$ cat config.mk
export PLATFORM = sky130hd
export DESIGN_NAME = weight_bram_reader_flat
export DESIGN_NICKNAME = d
export VERILOG_FILES = /design/src/rtl/weight_bram_reader_if.sv /design/src/rtl/weight_bram_reader.sv /design/src/flat_wrapper.sv
export SDC_FILE = /design/constraint.sdc
export NUM_CORES = 1
export LEC_CHECK = 0
export CORE_MARGIN = 5
export CORE_UTILIZATION = 47
export DETAILED_ROUTE_END_ITERATION = 6
export PLACE_DENSITY = 0.87
export REMOVE_ABC_BUFFERS = 1
export SETUP_SLACK_MARGIN = 0.2
export SLEW_MARGIN = 15
export SYNTH_ARGS = -nofsm -noshare
export SYNTH_HDL_FRONTEND = slang
export SYNTH_SLANG_ARGS = --single-unit
$ cat constraint.sdc
create_clock -name clk -period 5.4 [get_ports clk]
set_input_delay 1.08 -clock clk [delete_from_list [all_inputs] [get_ports clk]]
set_output_delay 1.08 -clock clk [all_outputs]
set_load 0.01 [all_outputs]
$ cat src/rtl/weight_bram_reader_if.sv
`default_nettype none
// ============================================================================
// Module      : weight_bram_reader_if
// Description : Bundle of the layer-control, BRAM-port and consumer signals
//               of the weight BRAM reader.
// Revision    : 1.0 - initial release
// ============================================================================
interface weight_bram_reader_if #(
  parameter int BRAM_ADDRESS_WIDTH = 12,
  parameter int WEIGHT_WIDTH       = 32
);
  logic [BRAM_ADDRESS_WIDTH-1:0] base_addr;
  logic [BRAM_ADDRESS_WIDTH-1:0] addr_limit;
  logic                          address_reset;
  logic                          bram_control_add1;
  logic                          bram_control_add2;
  logic                          bram_port_sel;
  logic                          load_weight_preload;
  logic [BRAM_ADDRESS_WIDTH-1:0] bram_a_addr;
  logic [BRAM_ADDRESS_WIDTH-1:0] bram_b_addr;
  logic                          bram_en;
  logic [WEIGHT_WIDTH-1:0]       bram_a_dout;
  logic [WEIGHT_WIDTH-1:0]       bram_b_dout;
  logic                          weight_from_bram_valid;
  logic [WEIGHT_WIDTH-1:0]       preload_data;
  logic [15:0]                   fetch_cnt;

  // Controller / environment side
  modport master (
    output base_addr, addr_limit, address_reset, bram_control_add1,
           bram_control_add2, bram_port_sel, load_weight_preload,
           bram_a_dout, bram_b_dout,
    input  bram_a_addr, bram_b_addr, bram_en, weight_from_bram_valid,
           preload_data, fetch_cnt
  );

  // Reader side
  modport slave (
    input  base_addr, addr_limit, address_reset, bram_control_add1,
           bram_control_add2, bram_port_sel, load_weight_preload,
           bram_a_dout, bram_b_dout,
    output bram_a_addr, bram_b_addr, bram_en, weight_from_bram_valid,
           preload_data, fetch_cnt
  );
endinterface
`default_nettype wire

$ cat src/rtl/weight_bram_reader.sv
`default_nettype none
// ============================================================================
// Module      : weight_bram_reader
// Description : Walks a circular weight window [base_addr, addr_limit] in a
//               dual-port BRAM, waits out the read latency after every
//               pointer move and captures words for the consumer.
// Revision    : 1.0 - initial release
// ============================================================================
module weight_bram_reader #(
  parameter int BRAM_ADDRESS_WIDTH = 12,
  parameter int WEIGHT_WIDTH       = 32,
  parameter int READ_LATENCY       = 2
) (
  input  wire logic            clk,
  input  wire logic            rst,
  weight_bram_reader_if.slave  bus
);

  localparam int         AW         = BRAM_ADDRESS_WIDTH;
  localparam int         SUM_W      = BRAM_ADDRESS_WIDTH + 2;
  localparam logic [2:0] LAT_RELOAD = 3'(READ_LATENCY - 1);

  typedef enum logic [1:0] {
    IDLE  = 2'd0,
    FETCH = 2'd1,
    VALID = 2'd2
  } state_t;

  state_t                  state;
  logic [AW-1:0]           ptr;
  logic [2:0]              lat_cnt;
  logic                    en_r;
  logic                    valid_r;
  logic [WEIGHT_WIDTH-1:0] preload_r;
  logic [15:0]             fetch_cnt_r;

  logic [1:0]              inc;
  logic [SUM_W-1:0]        sum;
  logic [SUM_W-1:0]        limit_ext;
  logic [SUM_W-1:0]        overshoot;
  logic [AW-1:0]           stepped_ptr;
  logic                    update;
  logic [AW-1:0]           update_ptr;

  // Next pointer: step of 0..3 with wrap back into the window; the extra two
  // bits keep ptr+inc from overflowing before it is compared to the limit.
  always_comb begin
    inc         = {bus.bram_control_add2, bus.bram_control_add1};
    sum         = SUM_W'(ptr) + SUM_W'(inc);
    limit_ext   = SUM_W'(bus.addr_limit);
    overshoot   = sum - limit_ext - SUM_W'(1);
    stepped_ptr = (sum > limit_ext) ? (bus.base_addr + overshoot[AW-1:0])
                                    : sum[AW-1:0];
    update      = bus.address_reset | (inc != 2'b00);
    update_ptr  = bus.address_reset ? bus.base_addr : stepped_ptr;
  end

  // Port B reads the word after port A, wrapping at the end of the window.
  always_comb begin
    bus.bram_a_addr            = ptr;
    bus.bram_b_addr            = (ptr == bus.addr_limit) ? bus.base_addr
                                                         : ptr + AW'(1);
    bus.bram_en                = en_r;
    bus.weight_from_bram_valid = valid_r;
    bus.preload_data           = preload_r;
    bus.fetch_cnt              = fetch_cnt_r;
  end

  // Fetch state machine, pointer, latency counter and registered outputs.
  always_ff @(posedge clk or posedge rst) begin
    if (rst) begin
      state       <= IDLE;
      ptr         <= '0;
      lat_cnt     <= '0;
      en_r        <= 1'b0;
      valid_r     <= 1'b0;
      preload_r   <= '0;
      fetch_cnt_r <= '0;
    end else begin
      // Capture happens in any state; a load outside VALID is the
      // consumer's protocol error, not something the reader blocks.
      if (bus.load_weight_preload) begin
        preload_r <= bus.bram_port_sel ? bus.bram_b_dout : bus.bram_a_dout;
      end

      case (state)
        IDLE: begin
          // Stepping is meaningless until a layer window has been loaded.
          if (bus.address_reset) begin
            state       <= FETCH;
            ptr         <= bus.base_addr;
            lat_cnt     <= LAT_RELOAD;
            en_r        <= 1'b1;
            valid_r     <= 1'b0;
            fetch_cnt_r <= '0;
          end
        end

        FETCH: begin
          if (update) begin
            ptr     <= update_ptr;
            lat_cnt <= LAT_RELOAD;
            if (bus.address_reset) begin
              fetch_cnt_r <= '0;
            end
          end else if (lat_cnt == 3'd0) begin
            state   <= VALID;
            valid_r <= 1'b1;
            if (fetch_cnt_r != 16'hFFFF) begin
              fetch_cnt_r <= fetch_cnt_r + 16'd1;
            end
          end else begin
            lat_cnt <= lat_cnt - 3'd1;
          end
        end

        VALID: begin
          if (update) begin
            state   <= FETCH;
            valid_r <= 1'b0;
            ptr     <= update_ptr;
            lat_cnt <= LAT_RELOAD;
            if (bus.address_reset) begin
              fetch_cnt_r <= '0;
            end
          end
        end

        default: begin
          state   <= IDLE;
          en_r    <= 1'b0;
          valid_r <= 1'b0;
        end
      endcase
    end
  end

endmodule
`default_nettype wire

$ cat src/flat_wrapper.sv
// flat-port wrapper written by rule: the top's interface ports become plain ports
module weight_bram_reader_flat 
#(
  parameter int BRAM_ADDRESS_WIDTH = 12,
  parameter int WEIGHT_WIDTH       = 32,
  parameter int READ_LATENCY       = 2
)
  (clk, rst, bus_base_addr, bus_addr_limit, bus_address_reset, bus_bram_control_add1, bus_bram_control_add2, bus_bram_port_sel, bus_load_weight_preload, bus_bram_a_dout, bus_bram_b_dout, bus_bram_a_addr, bus_bram_b_addr, bus_bram_en, bus_weight_from_bram_valid, bus_preload_data, bus_fetch_cnt);
  weight_bram_reader_if #(.BRAM_ADDRESS_WIDTH(BRAM_ADDRESS_WIDTH), .WEIGHT_WIDTH(WEIGHT_WIDTH)) bus_i ();
  input  wire logic clk;
  input  wire logic rst;
  input wire logic [$bits(bus_i.base_addr)-1:0] bus_base_addr;
  input wire logic [$bits(bus_i.addr_limit)-1:0] bus_addr_limit;
  input wire logic [$bits(bus_i.address_reset)-1:0] bus_address_reset;
  input wire logic [$bits(bus_i.bram_control_add1)-1:0] bus_bram_control_add1;
  input wire logic [$bits(bus_i.bram_control_add2)-1:0] bus_bram_control_add2;
  input wire logic [$bits(bus_i.bram_port_sel)-1:0] bus_bram_port_sel;
  input wire logic [$bits(bus_i.load_weight_preload)-1:0] bus_load_weight_preload;
  input wire logic [$bits(bus_i.bram_a_dout)-1:0] bus_bram_a_dout;
  input wire logic [$bits(bus_i.bram_b_dout)-1:0] bus_bram_b_dout;
  output wire logic [$bits(bus_i.bram_a_addr)-1:0] bus_bram_a_addr;
  output wire logic [$bits(bus_i.bram_b_addr)-1:0] bus_bram_b_addr;
  output wire logic [$bits(bus_i.bram_en)-1:0] bus_bram_en;
  output wire logic [$bits(bus_i.weight_from_bram_valid)-1:0] bus_weight_from_bram_valid;
  output wire logic [$bits(bus_i.preload_data)-1:0] bus_preload_data;
  output wire logic [$bits(bus_i.fetch_cnt)-1:0] bus_fetch_cnt;
  assign bus_i.base_addr = bus_base_addr;
  assign bus_i.addr_limit = bus_addr_limit;
  assign bus_i.address_reset = bus_address_reset;
  assign bus_i.bram_control_add1 = bus_bram_control_add1;
  assign bus_i.bram_control_add2 = bus_bram_control_add2;
  assign bus_i.bram_port_sel = bus_bram_port_sel;
  assign bus_i.load_weight_preload = bus_load_weight_preload;
  assign bus_i.bram_a_dout = bus_bram_a_dout;
  assign bus_i.bram_b_dout = bus_bram_b_dout;
  assign bus_bram_a_addr = bus_i.bram_a_addr;
  assign bus_bram_b_addr = bus_i.bram_b_addr;
  assign bus_bram_en = bus_i.bram_en;
  assign bus_weight_from_bram_valid = bus_i.weight_from_bram_valid;
  assign bus_preload_data = bus_i.preload_data;
  assign bus_fetch_cnt = bus_i.fetch_cnt;
  weight_bram_reader #(.BRAM_ADDRESS_WIDTH(BRAM_ADDRESS_WIDTH), .WEIGHT_WIDTH(WEIGHT_WIDTH), .READ_LATENCY(READ_LATENCY)) u_core (.clk(clk), .rst(rst), .bus(bus_i));
endmodule
==> run_results.csv <==
group,metric,value,unit
pwr,power_density,452.3,nW/µm²
synth,synthesis.area_per_instance,8.569,µm²
synth,async_flop_share,100.0,%
finish,final_cell_mix,"166 x clkdlybuf4s50_1, 78 x nor2_1, 66 x dfrtp_1, 61 x a21oi_1, 61 x inv_1",
synth,post_synth_num_cell_types,56,
die,initial_core_utilization,47.72,%
sta,setup_viol,0,
global_routing,grt_first_pass_wirelength,25480,µm
placed_design,placement.io_buffers,168,
setup_path,worstSetupPathType,"in2reg",
setup_path,r2r_start,"u_core.bus.bram_a_addr[0]",
setup_path,critPathCaptureType,"flop",
synth,ys_seq_elements,66,
synth,yosys_warnings,0,
setup_path,worst_path_cell_trace,"clkdlybuf4s50_1, ha_1, inv_1, fa_1, nor2_1, nand2_1, xnor2_2, inv_1, fa_1, inv_1, ha_1, or3_1, o31ai_4, o21ai_1, a2111oi_2, xnor2_1, o221ai_1",
finish,insertedDiodeCount,0,
global_routing,grt_pass1_vias,5076,
route,vias_after_detailed_routing,4956,
clock_network,clock_latency,0.36,ns
pwr,worst_ir_drop_vdd,0.0003993,V
route,wl_per_cell,17.61,µm
setup_path,worst-r2r-cell-count,16,
sta,final_min_period_over_clock_period,91.54,%
global_routing,grt_max_degree,65,
setup_path,crit_path_frequent_cell,"inv_1",
finish,growth_of_design_area_from_synthesis_to_finish,38.36,%
finish,n_fill_cell,872,
route,post_drt_via_cell_ratio,5.482,
synth,synth_top_area_cell,"dfrtp_1",
route,detailedRoute.firstIterationViolations,289,
setup_path,cp_slowest_stage_delay,0.55,ns
global_routing,number_of_antenna_violations_at_the_first_check_in_global_routing,0,
finish,post-route-cell-area,7126,µm²
global_routing,global_route.overflow_total,0,
synth,post_synth_main_area_contributors,"dfrtp_1 32%, ha_1 7.8%, mux2i_1 7.4%",
clock_network,post-cts-setup-buffer-count,0,
sta,tns,0,ns
die,core_area,10790,µm²
setup_path,crit_path_start,"bus_bram_control_add1",
setup_path,max_stage_delay_cell_worst_path,"clkdlybuf4s50_1",
sta,tightestPinTransition,1.090,ns
placed_design,dpl-instance-area,6939,µm²
job,timing.max_cap.violations,0,
die,floorplan.die.height,114.7,µm
sta,final_max_slew_viol_count,0,
synth,count_of_mapped_cells_out_of_synthesis,601,
setup_path,worst-r2r-setup-slack,1.14,ns
status,outcome,"completed",
route,drt-pass1-iter-count,5,
route,route.antenna.remaining_nets,0,
sta,maxSlewHeadroom,27.04,%
die,rows,38,
clock_network,tritoncts,"built",
clock_network,cts-htree-levels,3,
synth,synth_area,5150,µm²
pwr,power_frac_seq,22.7,%
setup_path,critical_path.max_fanout,4,
synth,synth_edf_count,0,
synth,synth_top_cell_area_share,32.07,%
route,post-route-drc-count,0,
setup_path,critical_path.reg2reg.endpoint,"u_core.bus.bram_a_addr[11]",
placed_design,place.gp.congestion,0.9619,
die,die_width,114.7,µm
finish,layout_commonest_cell,"clkdlybuf4s50_1",
setup_path,cp_data_arrival_time,5.15,ns
global_routing,grt_util_all_layers,24.42,%
sta,rsz0062_at_grt,"false",
finish,nets,899,
clock_network,clock_tree.buffer_depth,2,
sta,fmax,202.3,MHz
sta,finalHoldViolations,0,
min_path,worst_hold_startpoint,"u_core.lat_cnt[0]",
clock_network,clock_tree.root_cell,"clkbuf_8",
setup_path,crit_required,5.60,ns
min_path,timing.hold.worst_path_depth,1,
clock_network,cts_num_sinks,66,
die,die_area,13150,µm²
clock_network,cts_repair_resizes,0,
setup_path,cp-start-kind,"primary input",
sta,timing.final.crit_period,4.943,ns
sta,clock-skew-final,0.007507,ns
min_path,hold_path_class,"reg2reg",
finish,finalCoreUtilization,66.02,%
synth,sequential_cell_area_fraction_in_the_yosys_report,32.07,%
clock_network,number_of_buffers_inserted_by_hold_repair_at_cts,0,
clock_network,cts_inserted_buffers,9,
route,wl,15920,µm
clock_network,worst_setup_hold_path_clk_slew,0.08,ns
finish,share_of_cells_above_drive_strength_1,5.497,%
pwr,net-switching-power,1.461,mW
placed_design,dpl.hpwl,12630,µm
pwr,p_sw_share,45.33,%
die,ios,169,
synth,ys_dominant_reg_cell,"dfrtp_1",
min_path,worst_hold_path.endpoint,"u_core.lat_cnt[0]",
pwr,clockPowerShare,12.1,%
pwr,internal_power,1.762,mW
pwr,power_frac_comb,65.2,%
pwr,leakagePower,3.157,nW
power by group through the flow:
stage	combinational [mW]	sequential, mW	clock, mW
2_1_floorplan	1.30	0.735	0
6_report	2.10	0.733	0.389
5_1_grt	2.32	0.750	0.419
3_3_place_gp	2.02	0.733	0
3_5_place_dp	2.08	0.739	0
4_1_cts	2.09	0.730	0.398
sequential cells by signal, summed over array words and instances, names as in the netlist:
register / flops
u_core.bus.preload_data: 32
u_core.bus.fetch_cnt: 16
u_core.bus.bram_a_addr: 12
u_core.lat_cnt: 3
u_core.bus.bram_en: 1
u_core.bus.weight_from_bram_valid: 1
u_core.state: 1
layout make-up:
class,instances,area [µm²],share of cell area [%]
multi-input combinational,446,3171,44.50
timing repair buffer,174,1717,24.09
sequential,66,1652,23.18
inverter,62,232.7,3.266
tap,140,175.2,2.458
clock buffer,10,137.6,1.932
clock inverter,6,41.29,0.5795
kinds of logic (layout without fill, tap and decap cells):
| logic type | Yosys count | count (layout) | share of synthesized area, % |
|---|---|---|---|
| and+or+nand+nor | 186 | 186 | 16.79 |
| AOI/OAI and AO/OA | 124 | 124 | 15.19 |
| DFF | 66 | 66 | 32.07 |
| muxes | 40 | 40 | 7.823 |
| buffers and inverters | 89 | 252 | 6.633 |
| adders and majority gates | 45 | 45 | 12.83 |
| xor gates and xnor gates | 51 | 51 | 8.674 |
layer usage:
| metal | track usage [%] | wire length, µm | up-vias |
|---|---|---|---|
| met1 | 29.03 | 6332 | 2332 |
| met4 | 9.422 | 382 | 0 |
| met5 | 0 | 0 | - |
| met2 | 43.00 | 7789 | 229 |
| li1 | - | - | 2365 |
| met3 | 5.127 | 1416 | 30 |
worst max-delay path: cells and delay by family:
family	cells	cell delay, ns
compound gates	4	0.90
xor+xnor	2	0.38
fa+ha+maj	4	1.33
buf+inv	4	0.73
simple gates	3	0.71
through the flow:
step,setup WS [ns],cells,power [mW],hold WS (ns)
2_1_floorplan,0.8655,574,2.038,0.4498
3_3_place_gp,0.1799,888,2.750,0.4614
3_5_place_dp,0.07347,888,2.814,0.4799
4_1_cts,0.4355,904,3.219,0.4939
5_1_grt,0.2053,904,3.484,0.5452
6_report,0.4570,904,3.223,0.4886
synthesized netlist by cell type, drive strengths merged, types with 2 or more instances:
cell type and instances:
o22ai 6, nand3 17, a41oi 2, a21oi 62, and2 2, nand2b 2
clkbuf 17, o21a 3, ha 32, xnor2 21, xor2 30, nor4 5
mux2 2, dfrtp 66, a211oi 6, mux2i 38, o31ai 3, o22a 2
and3 8, or3 5, a31oi 2, nand4 9, nor2b 3, nor3 6
a21o 2, buf 10, fa 13, o221ai 3, inv 62, o21ai 24
o31a 2, nand2 42, nor2 78, or2 5
worst max-delay path by stage:
stage | to | slack [ns]
finish | u_core.bus.bram_a_addr[11] | 0.46
detailed placement | u_core.bus.bram_a_addr[11] | 0.07
global route | u_core.bus.bram_a_addr[11] | 0.21
global placement | u_core.bus.bram_a_addr[11] | 0.18
floorplan | u_core.bus.bram_a_addr[11] | 0.87
CTS | u_core.bus.bram_a_addr[11] | 0.44
Note: power is estimated with default switching activity, not from simulation.
